===== config.mk =====
export PLATFORM = sky130hd
export DESIGN_NAME = fifo_read_packer_flat
export DESIGN_NICKNAME = d
export VERILOG_FILES = /design/src/rtl/fifo_read_packer_pkg.sv /design/src/rtl/fifo_read_packer_if.sv /design/src/rtl/fifo_read_packer_out_slot_reg.sv /design/src/rtl/fifo_read_packer.sv /design/src/flat_wrapper.sv
export SDC_FILE = /design/constraint.sdc
export NUM_CORES = 1
export LEC_CHECK = 0
export CAP_MARGIN = 10
export CORE_ASPECT_RATIO = 1.4
export CORE_UTILIZATION = 48
export DETAILED_ROUTE_END_ITERATION = 10
export MAX_ROUTING_LAYER = met4
export PLACE_DENSITY = 0.76
export REMOVE_ABC_BUFFERS = 1
export SYNTH_ARGS = -nofsm -noshare
export SYNTH_HDL_FRONTEND = slang
export SYNTH_SLANG_ARGS = --single-unit

===== constraint.sdc =====
create_clock -name CLOCK -period 2.5 [get_ports CLOCK]
set_clock_uncertainty 0.2 [all_clocks]
set_input_delay 0.5 -clock CLOCK [delete_from_list [all_inputs] [get_ports CLOCK]]
set_output_delay 0.5 -clock CLOCK [all_outputs]
set_load 0.03 [all_outputs]

===== src/rtl/fifo_read_packer_pkg.sv =====
// Shared types and sizing helpers for the FIFO read-side word packer.
package fifo_read_packer_pkg;

  localparam int MAX_RATIO = 16;

  typedef enum logic [1:0] {
    XFER_NONE,
    XFER_FULL,
    XFER_PART
  } xfer_e;

  function automatic int cnt_width(input int ratio);
    return $clog2(ratio + 1);
  endfunction

  // A disabled timeout still needs a one-bit counter to keep the datapath legal.
  function automatic int idle_width(input int timeout);
    return (timeout > 0) ? $clog2(timeout + 1) : 1;
  endfunction

  function automatic logic [MAX_RATIO-1:0] keep_mask(input int count);
    logic [MAX_RATIO-1:0] mask;
    for (int i = 0; i < MAX_RATIO; i++) begin
      mask[i] = (i < count);
    end
    return mask;
  endfunction

endpackage


===== src/rtl/fifo_read_packer_if.sv =====
// FIFO read port plus wide valid/ready output bundle for the word packer.
interface fifo_read_packer_if #(
  parameter int BITS  = 8,
  parameter int RATIO = 4
);

  logic                  EMPTY;
  logic [BITS-1:0]       Q;
  logic                  RE;
  logic                  FLUSH;
  logic [BITS*RATIO-1:0] OUT_DATA;
  logic [RATIO-1:0]      OUT_KEEP;
  logic                  OUT_LAST;
  logic                  OUT_VALID;
  logic                  OUT_READY;

  modport master (
    input  EMPTY, Q, FLUSH, OUT_READY,
    output RE, OUT_DATA, OUT_KEEP, OUT_LAST, OUT_VALID
  );

  modport slave (
    output EMPTY, Q, FLUSH, OUT_READY,
    input  RE, OUT_DATA, OUT_KEEP, OUT_LAST, OUT_VALID
  );

endinterface


===== src/rtl/fifo_read_packer_out_slot_reg.sv =====
// Single-entry valid/ready holding register for one packed output word.
module fifo_read_packer_out_slot_reg #(
  parameter int DATA_W = 32,
  parameter int KEEP_W = 4
) (
  input  logic              CLOCK,
  input  logic              RESET,
  input  logic              load,
  input  logic [DATA_W-1:0] load_data,
  input  logic [KEEP_W-1:0] load_keep,
  input  logic              load_last,
  input  logic              ready,
  output logic              valid,
  output logic [DATA_W-1:0] data,
  output logic [KEEP_W-1:0] keep,
  output logic              last
);

  // The owner only loads when the slot is empty or draining, so a load always wins.
  always_ff @(posedge CLOCK or negedge RESET) begin
    if (!RESET) begin
      valid <= 1'b0;
      data  <= '0;
      keep  <= '0;
      last  <= 1'b0;
    end else if (load) begin
      valid <= 1'b1;
      data  <= load_data;
      keep  <= load_keep;
      last  <= load_last;
    end else if (ready) begin
      valid <= 1'b0;
    end
  end

endmodule


===== src/rtl/fifo_read_packer.sv =====
// Pops words from a fall-through FIFO and packs RATIO of them into one wide
// output word; partial words leave on FLUSH or after an idle timeout.
module fifo_read_packer
  import fifo_read_packer_pkg::*;
#(
  parameter int BITS    = 8,
  parameter int RATIO   = 4,
  parameter int TIMEOUT = 16
) (
  input  logic                CLOCK,
  input  logic                RESET,
  fifo_read_packer_if.master  bus
);

  localparam int DW = BITS * RATIO;
  localparam int CW = cnt_width(RATIO);
  localparam int IW = idle_width(TIMEOUT);
  localparam logic [CW-1:0] CNT_FULL  = CW'(RATIO);
  localparam logic [IW-1:0] IDLE_LAST = IW'((TIMEOUT > 0) ? TIMEOUT - 1 : 0);
  localparam logic [IW-1:0] IDLE_MAX  = IW'(TIMEOUT);

  logic [DW-1:0]    acc, acc_next;
  logic [CW-1:0]    cnt, cnt_next;
  logic [CW-1:0]    wr_lane;
  logic [IW-1:0]    idle, idle_next;
  logic             pend, pend_next;
  logic             slot_free;
  logic             pop;
  logic             timeout_hit;
  xfer_e            xfer;
  logic [RATIO-1:0] part_keep;
  logic [RATIO-1:0] load_keep;
  logic             load_last;

  assign slot_free = ~bus.OUT_VALID | bus.OUT_READY;

  always_comb begin
    xfer = XFER_NONE;
    if (slot_free) begin
      if (cnt == CNT_FULL) begin
        xfer = XFER_FULL;
      end else if (pend && cnt != '0) begin
        xfer = XFER_PART;
      end
    end
  end

  // A full accumulator may still pop if it drains on the same edge.
  assign pop    = RESET & ~bus.EMPTY & ~pend & ((cnt != CNT_FULL) | (xfer == XFER_FULL));
  assign bus.RE = pop;

  always_comb begin
    acc_next = acc;
    cnt_next = cnt;
    wr_lane  = cnt;
    if (xfer != XFER_NONE) begin
      acc_next = '0;
      cnt_next = '0;
      wr_lane  = '0;
    end
    if (pop) begin
      for (int i = 0; i < RATIO; i++) begin
        if (wr_lane == CW'(i)) begin
          acc_next[i*BITS +: BITS] = bus.Q;
        end
      end
      cnt_next = wr_lane + 1'b1;
    end

    // Pending is only raised when something will be left to emit.
    timeout_hit = (TIMEOUT > 0) && (idle == IDLE_LAST) && !pop;
    pend_next   = (xfer == XFER_NONE) ? pend : 1'b0;
    if ((bus.FLUSH || timeout_hit) && cnt_next != '0) begin
      pend_next = 1'b1;
    end

    idle_next = idle;
    if (pop || cnt == '0) begin
      idle_next = '0;
    end else if (idle != IDLE_MAX) begin
      idle_next = idle + 1'b1;
    end
  end

  always_ff @(posedge CLOCK or negedge RESET) begin
    if (!RESET) begin
      acc  <= '0;
      cnt  <= '0;
      pend <= 1'b0;
      idle <= '0;
    end else begin
      acc  <= acc_next;
      cnt  <= cnt_next;
      pend <= pend_next;
      idle <= idle_next;
    end
  end

  always_comb begin
    part_keep = RATIO'(keep_mask(int'(cnt)));
    load_keep = (xfer == XFER_FULL) ? '1 : part_keep;
    load_last = (xfer == XFER_FULL) ? pend : 1'b1;
  end

  fifo_read_packer_out_slot_reg #(
    .DATA_W (DW),
    .KEEP_W (RATIO)
  ) u_out_slot (
    .CLOCK     (CLOCK),
    .RESET     (RESET),
    .load      (xfer != XFER_NONE),
    .load_data (acc),
    .load_keep (load_keep),
    .load_last (load_last),
    .ready     (bus.OUT_READY),
    .valid     (bus.OUT_VALID),
    .data      (bus.OUT_DATA),
    .keep      (bus.OUT_KEEP),
    .last      (bus.OUT_LAST)
  );

endmodule


===== src/flat_wrapper.sv =====
// flat-port wrapper written by rule: the top's interface ports become plain ports
module fifo_read_packer_flat import fifo_read_packer_pkg::*;
#(
  parameter int BITS    = 8,
  parameter int RATIO   = 4,
  parameter int TIMEOUT = 16
)
  (CLOCK, RESET, bus_EMPTY, bus_Q, bus_FLUSH, bus_OUT_READY, bus_RE, bus_OUT_DATA, bus_OUT_KEEP, bus_OUT_LAST, bus_OUT_VALID);
  fifo_read_packer_if #(.BITS(BITS), .RATIO(RATIO)) bus_i ();
  input  logic CLOCK;
  input  logic RESET;
  input wire logic [$bits(bus_i.EMPTY)-1:0] bus_EMPTY;
  input wire logic [$bits(bus_i.Q)-1:0] bus_Q;
  input wire logic [$bits(bus_i.FLUSH)-1:0] bus_FLUSH;
  input wire logic [$bits(bus_i.OUT_READY)-1:0] bus_OUT_READY;
  output wire logic [$bits(bus_i.RE)-1:0] bus_RE;
  output wire logic [$bits(bus_i.OUT_DATA)-1:0] bus_OUT_DATA;
  output wire logic [$bits(bus_i.OUT_KEEP)-1:0] bus_OUT_KEEP;
  output wire logic [$bits(bus_i.OUT_LAST)-1:0] bus_OUT_LAST;
  output wire logic [$bits(bus_i.OUT_VALID)-1:0] bus_OUT_VALID;
  assign bus_i.EMPTY = bus_EMPTY;
  assign bus_i.Q = bus_Q;
  assign bus_i.FLUSH = bus_FLUSH;
  assign bus_i.OUT_READY = bus_OUT_READY;
  assign bus_RE = bus_i.RE;
  assign bus_OUT_DATA = bus_i.OUT_DATA;
  assign bus_OUT_KEEP = bus_i.OUT_KEEP;
  assign bus_OUT_LAST = bus_i.OUT_LAST;
  assign bus_OUT_VALID = bus_i.OUT_VALID;
  fifo_read_packer #(.BITS(BITS), .RATIO(RATIO), .TIMEOUT(TIMEOUT)) u_core (.CLOCK(CLOCK), .RESET(RESET), .bus(bus_i));
endmodule

Word level (Yosys, flattened, before mapping)
Index checks and enable logic that the tools add are counted.
{ "word_totals": {"regBits": 79, "in_bits": 13, "output_inout_bits": 39, "word_cells": 64} }
{ "classes": {"n_addsub": 2, "magnitude_cmp": 4, "n_eq_ne": 9, "muxes": 19, "n_bitwise": 8, "reduce_logical": 14} }
{ "ops": {"columns": ["op", "count"], "rows": [
  ["two-way mux 32 bit", 2],
  ["two-way mux 8 bit", 4],
  ["two-way mux 5 bit", 2],
  ["equality test 3 x 2 -> 1 bit (second input constant)", 2],
  ["zero test 3 bit", 2],
  ["less-than comparator 1 x 3 -> 1 bit (first input constant)", 2],
  ["less-than comparator 2 x 3 -> 1 bit (first input constant)", 2],
  ["two-way mux 2 bit", 3],
  ["two-way mux 3 bit", 2],
  ["nonzero test 2 bit", 3],
  ["nonzero test 3 bit", 2],
  ["adder 5 x 1 -> 5 bit (second input constant)", 1],
  ["equality test 5 x 4 -> 1 bit (second input constant)", 1],
  ["two-way mux 1 bit", 5],
  ["inequality test 5 bit (second input constant)", 1],
  ["two-way mux 4 bit", 1],
  ["adder 3 x 1 -> 3 bit (second input constant)", 1],
  ["bitwise AND 1 bit", 3],
  ["equality test 3 x 1 -> 1 bit (second input constant)", 1],
  ["equality test 3 bit (second input constant)", 1],
  ["logical AND 1 bit", 3],
  ["inequality test 3 bit (second input constant)", 1],
  ["inverter 1 bit", 3],
  ["equality test 2 x 1 -> 1 bit (second input constant)", 1],
  ["5 further kinds", 7]
]} }

Logic depth before layout (Yosys ltp)
{ "logic_depth": {"depth_word": 13, "mapped_depth": 11} }

Hierarchy
A second synthesis with hierarchy kept.
{ "hier_totals": {"hier_cells": 257, "area_unflattened_um2": 3283.1} }
{ "by_module_without_submodules": {"columns": ["mod", "n_inst", "cells_per_inst", "area_per_inst_um2", "seq_area_each_um2"], "rows": [
  ["fifo_read_packer", 1, 176, 1794.2, 1026.0],
  ["fifo_read_packer_out_slot_reg", 1, 81, 1488.9, 950.9]
]} }

Worst setup path after synthesis
OpenSTA, ideal clock, no wires.
{ "synth_timing": {"kind": "register to register", "startpoint": "reg u_core.cnt[1]", "endpoint": "reg u_core.acc[24]", "setup_ns": 0.121, "arrival_ns": 2.056, "required_ns": 2.179, "slack_ns": 0.124, "path_stages_with_launch": 11, "path_cell_list": "dfrtp_1 -> buf_2 -> o21ai_0 -> o21ai_0 -> inv_1 -> ha_1 -> ha_1 -> o211a_1 -> buf_2 -> nor2_4 -> a22o_1"} }
{ "synth_via": {"elab_chain_cells": 10} }
{ "synth_lines": {"columns": ["item", "line_no", "text"], "rows": [
  ["start: declaration", "fifo_read_packer.sv:23", "logic [CW-1:0] cnt, cnt_next;"],
  ["start signal: assignment", "fifo_read_packer.sv:93", "cnt <= cnt_next;"],
  ["nonzero test 3 bit", "fifo_read_packer.sv:42", "end else if (pend && cnt != '0) begin"],
  ["logical AND 1 bit", "fifo_read_packer.sv:42", null],
  ["two-way mux 2 bit", "fifo_read_packer.sv:42", null],
  ["two-way mux 2 bit", "fifo_read_packer.sv:40", "if (cnt == CNT_FULL) begin"],
  ["two-way mux 2 bit", "fifo_read_packer.sv:39", "if (slot_free) begin"],
  ["nonzero test 2 bit", "fifo_read_packer.sv:56", "if (xfer != XFER_NONE) begin"],
  ["two-way mux 3 bit", "fifo_read_packer.sv:56", null],
  ["equality test 3 x 2 -> 1 bit", "fifo_read_packer.sv:63", "if (wr_lane == CW'(i)) begin"],
  ["two-way mux 8 bit", "fifo_read_packer.sv:63", null],
  ["two-way mux 32 bit (*)", "fifo_read_packer.sv:61", "if (pop) begin"],
  ["net u_core.acc_next[24]", "fifo_read_packer.sv:22", "logic [DW-1:0] acc, acc_next;"],
  ["end signal: assignment", "fifo_read_packer.sv:92", "acc <= acc_next;"],
  ["end: declaration", "fifo_read_packer.sv:22", null]
]} }
Mark *: on every way through the listed nets, which the timed path passes. The rest lies on a longest branch.
A chain may end at the register's enable or synchronous reset.

Worst setup path in the final report
{ "layout_timing": {"startpoint": "reg u_core.cnt[1]", "endpoint": "out bus_RE"} }
{ "layout_via": {"elab_chain_cells": 8} }
{ "layout_lines": {"columns": ["item", "line_no", "text"], "rows": [
  ["nonzero test 3 bit", "fifo_read_packer.sv:42", null],
  ["logical AND 1 bit", "fifo_read_packer.sv:42", null],
  ["two-way mux 2 bit", "fifo_read_packer.sv:42", null],
  ["two-way mux 2 bit", "fifo_read_packer.sv:40", null],
  ["two-way mux 2 bit", "fifo_read_packer.sv:39", null],
  ["equality test 2 x 1 -> 1 bit", "fifo_read_packer.sv:49", "assign pop = RESET & ~bus.EMPTY & ~pend & ((cnt != CNT_FULL) | (xfer == XFER_FULL));"],
  ["bitwise OR 1 bit (*)", "fifo_read_packer.sv:49", null],
  ["bitwise AND 1 bit (*)", "fifo_read_packer.sv:49", null],
  ["end: declaration", "flat_wrapper.sv:16", "output wire logic [$bits(bus_i.RE)-1:0] bus_RE;"]
]} }
Mark *: on every way between the ends. The rest lies on a longest branch, timed or not.

==> impl_results.md <==
- Status: complete, but fails checks
- Failing checks: design-rule violations
- GR peak layer: met2
- Synth top cells by count: dfrtp_1, a22o_1, mux2_2, ha_1, nand2_1
- Fmax: 0.419 GHz
- Hold path cells: 1
- Antenna Nets Post-Route: 0
- CP Data Required Time: approximately 1.8 ns
- Slowest CP cell: dfrtp_2
- Final wirelength: roughly 6.5 mm
- Initial antenna violation count: 0
- H-tree depth: 3
- Fin crit share: 0.955
- EDFF count, synth: 0
- CTS tree: done
- Rows: 34
- I/O Buffers: 51
- Die area: around 7000 sq um
- First-pass GRT wire length: 11.0 mm
- Met2 usage: 0.322
- Setup_tns: 0 ns
- Drt first pass iters: 8
- Register-to-register setup slack: 0.29 ns
- Dpl ws: -0.188 ns
- Leak: 1.97 nW
- Via count: about 2100
- Synth Flop Type: dfrtp_1
- Final hold viol count: 0
- Synth unique cells: 36
- Type of the worst setup path: flop to output port
- # setup viols final: 0
- Register area share after synthesis: 0.616
- Clk Latency, worst-skew pair: 0.35 ns
- CP Capture Type: output port
- Drt drc: 6
- Root Driver: clkbuf_8
- Iteration-0 DRC Markers: between 150 and 200
- Min Tclk post-route: 2.39 ns
- Grt total ovfl: 0
- Syn avg cell area: about 14 sq um
- Via-to-Cell Ratio: 5.53
- Final Hold Slack: 0.269 ns
- Top-area cell type share of the netlist area: 0.616
- Layout cells sized above 1: 0.247
- Core Footprint: between 6000 and 7000 sq um
- Max Slew Vio Count: 0
- Slowest stage delay, CP: 0.47 ns
- Clk slew on worst S/H paths: 0.08 ns
- Worst EP arrival: 1.69 ns
- Fraction of registers with async set/reset: 1.00
- CP max FO: 9
- IO Count: 52
- #FFs+latches synth: 79
- R2R Path End: u_core.acc[25]
- Met3 GRT Util: 0.0603
- Depth of the most critical reg-to-reg path: 8
- Ys Warns: 0
- Gpl congestion: 0.873
- Rel. slew slack: 0.445
- Synth Cell Area: 3210 sq um
- CTS sink count: 79
- Met1 GRT Util: 0.291
- Worst IR drop on VDD: 587 uV
- Worst hold path class: flop to flop
- Count leader, synth: dfrtp_1
- Clk buf depth: 2
- Synth Instances: 231
- Routed wire per std cell: 17.2 um
- Worst slew pin tran: 0.833 ns
- Starting density of the core: 0.506
- Top cells by area, synth: dfrtp_1, mux2_2, a22o_1
- Final setup margin: 0.112 ns
- Cts bufs inserted: 9
- Hold Path End: u_core.u_out_slot.keep[0]
- Gr usage total: 0.218
- Element type at the critical path start: flop
- Antenna diode count: 0
- Dpl hpwl: 4.50 mm
- Leading area contributor after synthesis: dfrtp_1
- CP cell instances: or3b_4, o21ai_2, inv_1, buf_4
- Reg2reg start: u_core.pend
- Vias in the first global route: 2134
- Dpl cells: 364
- Pin count of the biggest net entering global routing: 69
- Worst hold start: u_core.u_out_slot.keep[0]
- RSZ-0062 raised after global routing: false
- Design Power: 0.00470 W
- Max cap viols: 0
- Layout area overhead: 27.8%
- Final Instance Count excl. Fillers: 380
- Pwr Density: 1150 nW/um^2
- Chip height: just under 100 um
- Nets: 325
- Die X: 71.1 um
==> sequential cells by signal (all words and copies together), names as in the netlist <==
register	count
u_core.acc	32
u_core.u_out_slot.valid	1
u_core.idle	5
u_core.u_out_slot.keep	4
u_core.pend	1
u_core.u_out_slot.last	1
u_core.u_out_slot.data	32
u_core.cnt	3
==> cell usage in the layout, fill, tap and decap left out, types with 4 or more instances in the layout <==
cell type,netlist,final
a22o_1,32,32
buf_4,2,21
mux2_2,28,28
dfrtp_1,79,77
clkdlybuf4s50_1,0,49
ha_1,8,8
inv_1,7,7
nor2_1,7,7
mux2_1,5,5
clkbuf_8,0,9
and3_1,4,4
a21oi_1,7,7
o21ai_0,6,4
nand2_1,8,8
==> layer usage <==
metal,routed length [um],part of all wire
met1,2870,0.44
met2,3260,0.50
met3,284,0.044
met4,104,0.016
met5,0,0
==> logic make-up after synthesis <==
| kind of cell | Yosys count | synth area share |
|---|---|---|
| DFF | 79 | 0.616 |
| AOI/OAI and AO/OA | 53 | 0.132 |
| muxes | 35 | 0.122 |
| and+or+nand+nor | 35 | 0.0600 |
| buffers and inverters | 17 | 0.0277 |
| adders and majority gates | 8 | 0.0312 |
| xor gates and xnor gates | 4 | 0.0109 |
==> worst max-delay path by stage <==
stage	from	to	slack (ns)	cells after the start
detailed placement	bus_OUT_READY	u_core.acc[31]	-0.19	9
global placement	bus_OUT_READY	u_core.acc[24]	-0.05	9
global route	u_core.cnt[1]	bus_RE	0.04	4
floorplan	u_core.cnt[1]	u_core.acc[0]	0.07	4
finish	u_core.cnt[1]	bus_RE	0.11	4
CTS	u_core.cnt[1]	bus_RE	0.008	4
==> worst max-delay path: cells and delay by family, from the launching register on <==
| kind | cells | cell delay (ns) |
|---|---|---|
| flip-flops | 1 | 0.47 |
| AO/OA/AOI/OAI | 1 | 0.16 |
| buffers and inverters | 2 | 0.24 |
| AND/OR/NAND/NOR | 1 | 0.46 |
==> repair_timing <==
item | in CTS | in global routing
endpoints found under the hold margin | 11 | 0
resized for setup | 2 | 4
hold buffers | 1 | 0
setup endpoints to repair | 1 | 9
pin swaps | 0 | 1
buffers inserted | 0 | 0
==> power breakdown <==
group,switching [W],internal [W]
sequential,0.000235,0.00165
clock,0.000440,0.000453
combinational,0.00100,0.000916
==> layout make-up <==
type / count / area, sq um
clock buffers: 11 / 131
clock inverters: 4 / 47.5
fillers: 505 / 2240
inverters: 7 / 26.3
multi-input cells: 135 / 1150
flip-flops and latches: 79 / 1980
well taps: 72 / 90.1
repair buffers: 72 / 678
==> per-stage QoR <==
stage          cell area [sq um]  utilization
2_1_floorplan               3150            -
3_3_place_gp                3910        0.616
3_5_place_dp                3910        0.616
4_1_cts                     4100        0.646
5_1_grt                     4100        0.647
6_report                    4100        0.647
(Power assumes the default switching activity.)
